**src/rtl/alu_pkg.sv**
```systemverilog
// ----------------------------------------------------------------------------
// alu_pkg
// Shared types, instruction match masks and the internal ALU operation code
// for the RV32I execute-stage ALU.
//   instruction_t / register_t / opcode_mask_t : 32-bit words
//   M_*        : casez match patterns ('?' = don't care) for each instruction
//   alu_op_e   : decoded datapath operation
//   encode_rtype() : builds an R-type instruction word from its fields
// ----------------------------------------------------------------------------
package alu_pkg;

    typedef logic [31:0] instruction_t;
    typedef logic [31:0] register_t;
    typedef logic [31:0] opcode_mask_t;

    // Layout: funct7 | rs2 | rs1 | funct3 | rd | opcode
    localparam opcode_mask_t M_ADD   = 32'b0000000_??????????_000_?????_0110011;
    localparam opcode_mask_t M_SUB   = 32'b0100000_??????????_000_?????_0110011;
    localparam opcode_mask_t M_SLL   = 32'b0000000_??????????_001_?????_0110011;
    localparam opcode_mask_t M_SLT   = 32'b0000000_??????????_010_?????_0110011;
    localparam opcode_mask_t M_SLTU  = 32'b0000000_??????????_011_?????_0110011;
    localparam opcode_mask_t M_XOR   = 32'b0000000_??????????_100_?????_0110011;
    localparam opcode_mask_t M_SRL   = 32'b0000000_??????????_101_?????_0110011;
    localparam opcode_mask_t M_SRA   = 32'b0100000_??????????_101_?????_0110011;
    localparam opcode_mask_t M_OR    = 32'b0000000_??????????_110_?????_0110011;
    localparam opcode_mask_t M_AND   = 32'b0000000_??????????_111_?????_0110011;

    // Layout: imm[11:0] | rs1 | funct3 | rd | opcode
    localparam opcode_mask_t M_ADDI  = 32'b????????????_?????_000_?????_0010011;
    localparam opcode_mask_t M_SLTI  = 32'b????????????_?????_010_?????_0010011;
    localparam opcode_mask_t M_SLTIU = 32'b????????????_?????_011_?????_0010011;
    localparam opcode_mask_t M_XORI  = 32'b????????????_?????_100_?????_0010011;
    localparam opcode_mask_t M_ORI   = 32'b????????????_?????_110_?????_0010011;
    localparam opcode_mask_t M_ANDI  = 32'b????????????_?????_111_?????_0010011;
    // Immediate shifts keep funct7 in imm[11:5] and shamt in imm[4:0]
    localparam opcode_mask_t M_SLLI  = 32'b0000000_?????_?????_001_?????_0010011;
    localparam opcode_mask_t M_SRLI  = 32'b0000000_?????_?????_101_?????_0010011;
    localparam opcode_mask_t M_SRAI  = 32'b0100000_?????_?????_101_?????_0010011;

    // Layout: imm[31:12] | rd | opcode
    localparam opcode_mask_t M_LUI   = 32'b????????????????????_?????_0110111;
    localparam opcode_mask_t M_AUIPC = 32'b????????????????????_?????_0010111;

    typedef enum logic [3:0] {
        ADD, SUB, SLT, SLTU, AND, OR, XOR, SLL, SRL, SRA, PASS1, ADDPC, NONE
    } alu_op_e;

    function automatic instruction_t encode_rtype(
        input logic [6:0] funct7,
        input logic [4:0] rs2,
        input logic [4:0] rs1,
        input logic [2:0] funct3,
        input logic [4:0] rd,
        input logic [6:0] opcode
    );
        return {funct7, rs2, rs1, funct3, rd, opcode};
    endfunction

endpackage

```
**src/rtl/alu_shifter.sv**
```systemverilog
// ----------------------------------------------------------------------------
// alu_shifter
// Purely combinational 32-bit barrel shifter.
//   op1    in  32  value to shift
//   shamt  in  5   shift amount
//   dir    in  1   0 = shift left, 1 = shift right
//   arith  in  1   right shifts fill with op1[31] when set, zeros otherwise
//   result out 32  shifted value
// Left shifts reuse the right-shift stages by bit-reversing the input and
// output, so only one set of log-stages is built.
// ----------------------------------------------------------------------------
module alu_shifter
    import alu_pkg::*;
(
    input  register_t  op1,
    input  logic [4:0] shamt,
    input  logic       dir,
    input  logic       arith,
    output register_t  result
);

    register_t         rev_in;
    register_t         rev_out;
    logic [5:0][31:0]  stage;
    logic              fill;

    // Sign fill only makes sense for right shifts; left shifts always fill 0.
    assign fill = arith & dir & op1[31];

    genvar gi;
    generate
        for (gi = 0; gi < 32; gi++) begin : g_rev
            assign rev_in[gi]  = op1[31 - gi];
            assign rev_out[gi] = stage[5][31 - gi];
        end
    endgenerate

    assign stage[0] = dir ? op1 : rev_in;

    generate
        for (gi = 0; gi < 5; gi++) begin : g_stage
            localparam int SH = 1 << gi;
            assign stage[gi + 1] = shamt[gi] ? {{SH{fill}}, stage[gi][31:SH]}
                                             : stage[gi];
        end
    endgenerate

    assign result = dir ? stage[5] : rev_out;

endmodule

```
**src/rtl/alu.sv**
```systemverilog
// ----------------------------------------------------------------------------
// alu
// RV32I integer execute-stage ALU with a single registered result.
//   clk     in   1   system clock
//   rst     in   1   synchronous active-high reset (clears result)
//   instr   in   32  instruction being executed (decoded by wildcard match)
//   op1     in   32  rs1 value, or U-immediate for LUI/AUIPC
//   op2     in   32  rs2 value, or sign-extended I-immediate
//   pc      in   32  instruction PC, used by AUIPC
//   enable  in   1   execute strobe; result captured when high at clk edge
//   result  out  32  registered ALU result, held while enable is low
// ----------------------------------------------------------------------------
module alu
    import alu_pkg::*;
(
    input  logic         clk,
    input  logic         rst,
    input  instruction_t instr,
    input  register_t    op1,
    input  register_t    op2,
    input  register_t    pc,
    input  logic         enable,
    output register_t    result
);

    alu_op_e   op_d;
    register_t shift_res;
    register_t alu_value;
    register_t result_d;
    register_t result_q;

    // Decode: first matching mask wins; unknown encodings produce NONE (0).
    always_comb begin
        op_d = NONE;
        casez (instr)
            M_ADD, M_ADDI:   op_d = ADD;
            M_SUB:           op_d = SUB;
            M_SLL, M_SLLI:   op_d = SLL;
            M_SLT, M_SLTI:   op_d = SLT;
            M_SLTU, M_SLTIU: op_d = SLTU;
            M_XOR, M_XORI:   op_d = XOR;
            M_SRL, M_SRLI:   op_d = SRL;
            M_SRA, M_SRAI:   op_d = SRA;
            M_OR, M_ORI:     op_d = OR;
            M_AND, M_ANDI:   op_d = AND;
            M_LUI:           op_d = PASS1;
            M_AUIPC:         op_d = ADDPC;
            default:         op_d = NONE;
        endcase
    end

    // Only op2[4:0] reaches the shifter, so larger immediates wrap mod 32.
    alu_shifter u_shifter (
        .op1    (op1),
        .shamt  (op2[4:0]),
        .dir    ((op_d == SRL) || (op_d == SRA)),
        .arith  (op_d == SRA),
        .result (shift_res)
    );

    always_comb begin
        alu_value = '0;
        case (op_d)
            ADD:     alu_value = op1 + op2;
            SUB:     alu_value = op1 - op2;
            SLT:     alu_value = {31'b0, $signed(op1) < $signed(op2)};
            SLTU:    alu_value = {31'b0, op1 < op2};
            AND:     alu_value = op1 & op2;
            OR:      alu_value = op1 | op2;
            XOR:     alu_value = op1 ^ op2;
            SLL,
            SRL,
            SRA:     alu_value = shift_res;
            PASS1:   alu_value = op1;
            ADDPC:   alu_value = op1 + pc;
            default: alu_value = '0;
        endcase
    end

    assign result_d = enable ? alu_value : result_q;

    always_ff @(posedge clk) begin
        if (rst) begin
            result_q <= '0;
        end else begin
            result_q <= result_d;
        end
    end

    assign result = result_q;

endmodule

```
**config.mk**
```make
export PLATFORM = sky130hd
export DESIGN_NAME = alu
export DESIGN_NICKNAME = d
export VERILOG_FILES = /design/src/rtl/alu_pkg.sv /design/src/rtl/alu_shifter.sv /design/src/rtl/alu.sv
export SDC_FILE = /design/constraint.sdc
export NUM_CORES = 1
export LEC_CHECK = 0
export ABC_AREA = 1
export CORE_ASPECT_RATIO = 1.4
export CORE_MARGIN = 8
export CORE_UTILIZATION = 50
export CTS_CLUSTER_SIZE = 14
export DETAILED_ROUTE_END_ITERATION = 10
export PLACE_DENSITY = 0.75
export SETUP_SLACK_MARGIN = 0.2
export SLEW_MARGIN = 10
export SYNTH_ARGS = -nofsm -noshare
export SYNTH_HDL_FRONTEND = slang
export SYNTH_SLANG_ARGS = --single-unit
```
**constraint.sdc**
```tcl
create_clock -name clk -period 6 [get_ports clk]
set_clock_uncertainty 0.15 [all_clocks]
set_input_delay 0.9 -clock clk [delete_from_list [all_inputs] [get_ports clk]]
set_output_delay 0.9 -clock clk [all_outputs]
set_load 0.005 [all_outputs]
```
; ---- Word level (Yosys, flattened, before mapping)
; Cells that the tools add are included.
[totals]
word_cells = 64
inputBits = 131
reg_bits = 32
out_inout_bits = 32
[op_classes]
n_lt_le_gt_ge = 2
eq_ne = 32
muxes = 9
addsub = 3
reduce_logical = 12
bitwise_logic = 5
[ops]
columns = cell, count
row1 = case mux 32 bit (10 select lines), 1
row2 = two-way mux 32 bit, 7
row3 = equality test 17 x 10 -> 1 bit (second input constant), 5
row4 = adder 32 bit, 2
row5 = < comparator 32 bit, 2
row6 = equality test 17 x 16 -> 1 bit (second input constant), 3
row7 = case mux 4 bit (12 select lines), 1
row8 = equality test 17 x 8 -> 1 bit (second input constant), 2
row9 = equality test 17 x 9 -> 1 bit (second input constant), 2
row10 = AND 32 bit, 1
row11 = bitwise OR 32 bit, 1
row12 = subtractor 32 bit, 1
row13 = bitwise XOR 32 bit, 1
row14 = equality test 10 bit (second input constant), 3
row15 = equality test 10 x 9 -> 1 bit (second input constant), 2
row16 = OR reduction 2 bit, 9
row17 = equality test 17 x 6 -> 1 bit (second input constant), 1
row18 = equality test 4 x 3 -> 1 bit (second input constant), 4
row19 = equality test 4 bit (second input constant), 4
row20 = equality test 10 x 5 -> 1 bit (second input constant), 1
row21 = equality test 4 x 2 -> 1 bit (second input constant), 2
row22 = equality test 7 x 5 -> 1 bit (second input constant), 1
row23 = equality test 7 x 6 -> 1 bit (second input constant), 1
row24 = equality test 4 x 1 -> 1 bit (second input constant), 1
row25 = other kinds (4), 5

; ---- Depth between registers and ports, before layout
[logic_depth]
depth_word = 14
depth_mapped = 25
mapped_depth_nobuf = 24

; ---- Modules after synthesis
; From an unflattened synthesis, not the netlist that was laid out.
[unflattened]
cells_unflattened = 2095
hier_area_um2 = 11011.8
[by_module_without_submodules]
columns = mod, instances, seq_area_each_um2, cells_per_inst, area_per_inst_um2
row1 = alu, 1, 640.6, 1534, 8494.4
row2 = alu_shifter, 1, 0.0, 561, 2517.4

; ---- Least setup slack after synthesis
; OpenSTA, ideal clock, no wires.
[synth_path]
path_kind = input port to flip-flop
from = input instr[1]
to = register result_q[10], in the netlist result[10]
n_path_buf = 1
setup_ns = 0.132
t_required_ns = 5.718
cell_stages = 19
setup_slack_ns = 1.959
arrival_time_ns = 3.759
path_cell_list = nand2_2 nor3_1 nand3_1 clkinv_1 clkbuf_1 o21ai_0 ha_1 fa_1 nand3_1 nand2_1 a21boi_1 o21ai_0 or2_2 nand3_1 o221ai_1 a211oi_1 nand3_1 nand2_1 a21oi_1
[synth_between]
elab_chain_len = 14
elab_cells_between_ends = 55
classes_between = 32 x eq/ne / 9 x mux / 2 x bitwise / 12 x reduce/logical
[synth_lines]
columns = item, line
row1 = from (decl), alu.sv:18  ; input instruction_t instr,
row2 = "equality test 17 x 10 -> 1 bit, or another cell as far along", alu.sv:35  ; casez (instr)
row3 = OR reduction 2 bit, alu.sv:35
row4 = case mux 4 bit (12 select lines) *, alu.sv:35
row5 = equality test 4 bit (on tied branches), "alu.sv:56, alu.sv:63, alu.sv:57"
row6 = logical OR 1 bit, alu.sv:56  ; .dir ((op_d == SRL) || (op_d == SRA)),
row7 = AND 1 bit (2 in series), alu_shifter.sv:28  ; assign fill = arith & dir & op1[31];
row8 = two-way mux 32 bit (5 in series), alu_shifter.sv:43  ; assign stage[gi + 1] = shamt[gi] ? {{SH{fill}}, stage[gi][31:SH]}
row9 = two-way mux 32 bit, alu_shifter.sv:48  ; assign result = dir ? stage[5] : rev_out;
row10 = case mux 32 bit (10 select lines) *, alu.sv:63  ; case (op_d)
row11 = to (signal assigned), alu.sv:86  ; result_q <= result_d;
row12 = to (decl), alu.sv:30  ; register_t result_q;
; Every way passes the cells marked *; elsewhere a longest branch is shown, timed or not.
; A chain may end at the register's enable or synchronous reset.

; ---- Final worst setup path
[layout_path]
from = input instr[2]
to = register result_q[25], in the netlist result[25]
; The elaborated chain is that of the path after synthesis.

==> summary.txt <==
GRT
  • Met2 global-route usage: 65.3%
  • All-Layer GR Usage: 37.3%
  • Antenna violations before repair: 1
  • Vias in the first global route: 13807
  • Aggregate global routing overflow: 0
  • GRT met1 Usage: 38.1%
  • Met3 GRT Util: 4.77%
  • Largest net degree at the start of global routing: 39
  • First-pass GRT wire length: 76.9 mm
  • GRT busiest layer: met2

Clock tree
  • Hold Buf Count CTS: 0
  • Clock buffer depth: 2
  • CTS buffer count: 5
  • Buffers inserted by post-CTS timing repair: 0
  • Clock sinks: 32
  • Reg clk slew, reported paths: 0.05 ns
  • Post-CTS Resized: 0
  • H-tree depth: 2
  • CTS root buf: clkbuf_16
  • Worst-Skew Late Latency: 0.28 ns
  • CTS tree: done

Critical path
  • Top cell by count, worst path: nand3_1
  • Crit path kind: in -> reg
  • Largest stage delay, worst path: 0.49 ns
  • CP Buf/Inv Count: 4
  • Top delay family on crit path: simple AND/OR/NAND/NOR gates
  • CP arrival: 5.33 ns
  • CP Cell Sequence: clkdlybuf4s50_1, inv_2, nor3_1, nand3_1, clkinv_1, buf_12, o21ai_0, ha_1, a21oi_1, o21ai_0, a21oi_1, o21ai_0, nand3_1, nand3_1, or2_2, nand3_1, o21ai_0, nor2_1, nand3_1, nand2_1, a21oi_1
  • Slowest-stage cell, CP: clkdlybuf4s50_1
  • Worst Path Max Fanout: 34
  • Crit. End Element: flop
  • Critical path required time: 5.96 ns
  • Startpoint type of the worst setup path: input pin

Synth
  • Largest area contributor in the netlist: nand2_1
  • Ys Warns: 0
  • Synth top area share: 18.9%
  • Synth unique cells: 55
  • Post-Synthesis Cell Area: 10900 um2
  • Sequential share of the synthesized area: 5.85%
  • Async SR Flop Fraction: 0%
  • Flops & latches, synth: 32
  • Average cell area after synthesis: 5.44 um2
  • Net count after synthesis: 2277
  • Post-synth top flop: dfxtp_1
  • Post-synth EDFFs: 0
  • Cell count after synthesis: 2012
  • Largest cells by area after synthesis: nand2_1 19%, nand3_1 18%, ha_1 15%

Pwr
  • Worst vdd ir: 0.140 mV
  • Pwr dens: 105 nW/um2
  • Static leakage: 6.19 nW

Die
  • DIE AREA: 27000 um2
  • Core Rows: 64
  • Top-level port count: 163
  • Die height: 191 um
  • Die Width: 141 um
  • Core Box Area: 21700 um2
  • Starting Density: 50.5%

Timing
  • Fin crit period: 5.37 ns
  • Setup TNS: 0 ns
  • Final Max Slew Viols: 0
  • Final hold violations: 0
  • Worst slew margin: 25.0%
  • Final period util: 89.5%
  • Peak Freq: 0.186 GHz
  • RSZ-0062 raised after global routing: false
  • Final Setup Violations: 0
  • Worst-margin pin slew: 1.12 ns

Routing
  • Total wire length: 51.8 mm
  • Initial drt markers: 1629
  • Post-route DRC: 0
  • DR vias: 14664
  • Via/cell ratio: 6.06
  • Pre-antenna DRT Iters: 7
  • Wire per inst: 21.4 um
  • ANT nets after route: 0

Flow run
  • Max-cap violation count: 0

Place
  • DP HPWL: 42.7 mm
  • Placer congestion estimate: 1.10
  • Inst Count DP: 2410
  • Port bufs: 147

Finish
  • Post-layout util: 59.1%
  • Nets: 2385
  • Synthesis-to-layout area growth: 17.2%
  • Max reg flops: 32
  • Layout Cells excl Fill: 2418
  • Inserted Diodes: 0
  • Ratio of cells with drive above 1 in the final layout: 4.86%

Hold path
  • Tightest Hold Check Type: reg -> reg

Run status
  • Status: completed
==> stage by stage <==
stage / total power [mW] / cell area, um2 / worst slack, ns / hold WS (ns)
3_5_place_dp: 1.07 / 12700 / 0.511 / 0.304
4_1_cts: 1.32 / 12800 / 0.767 / 0.312
5_1_grt: 1.43 / 12800 / 0.331 / 0.324
2_1_floorplan: 0.743 / 10900 / 1.96 / 0.305
3_3_place_gp: 1.06 / 12700 / 0.484 / 0.301
6_report: 1.35 / 12800 / 0.630 / 0.312
==> cell type report <==
class	instances	area, um2
tap	297	372
timing repair buffer	187	1780
fill	2259	8870
sequential	32	641
clock inverter	1	7.51
inverter	232	871
clock buffer	7	143
multi-input combinational	1662	9020
==> synthesized netlist by cell type, drive strengths merged (20+ instances only) <==
cell    count
o22ai      20
nor2      156
a21oi     107
nand2     562
nor3       21
buf        43
dfxtp      32
inv       227
ha        132
clkbuf     43
o21ai     111
nand3     410
==> final timing paths <==
check / to / slack, ns / depth (start not counted) / start
min: result[7] / 0.31 / 2 / result[7]
max: result[25] / 0.63 / 21 / instr[2]
max reg2reg: result[2] / 5.14 / 2 / result[2]
min reg2reg: result[7] / 0.31 / 2 / result[7]
==> cells in the final DEF (no fill, tap or decap), drive strengths merged <==
cell	n
nand2	562
nand3	410
inv	227
nor2	156
clkdlybuf4s50	147
ha	132
o21ai	111
a21oi	107
buf	40
dfxtp	32
nor3	21
o22ai	20
o21bai	15
nand4	14
or2	11
nand3b	8
o211ai	8
xnor2	8
a21boi	8
a21o	7
xor2	7
a221oi	7
o221ai	7
a211oi	7
a31oi	7
clkbuf	7
o2111ai	6
clkinv	5
a22oi	5
o31ai	3
nor4	3
and3	2
o21a	2
o32ai	2
o221a	2
fa	2
nor3b	1
o2bb2ai	1
clkinvlp	1
==> power by group <==
| part | switching [mW] | internal, mW |
|---|---|---|
| clock network | 0.0888 | 0.165 |
| logic | 0.578 | 0.303 |
| registers | 0.000477 | 0.214 |
| total | 0.667 | 0.681 |
==> routing by layer <==
metal	routed length, um	vias to the layer above	share of wire (%)
met5	11	-	0.021
met4	5460	2	11
met3	3990	227	7.7
met2	24700	801	48
met1	17700	6682	34
li1	-	6952	-
==> cells by family after synthesis <==
group / share of synthesized area, %
xor gates and xnor gates: 1.20
buffers and inverters: 11.8
AOI/OAI and AO/OA: 17.4
DFF: 5.85
and+or+nand+nor: 48.2
adders and majority gates: 15.4
==> worst reg2reg max path: stages, from the launching register on <==
cell and delay [ns]:
dfxtp_1 0.35, nand2_1 0.06, a21oi_1 0.20
(Power assumes the default switching activity.)
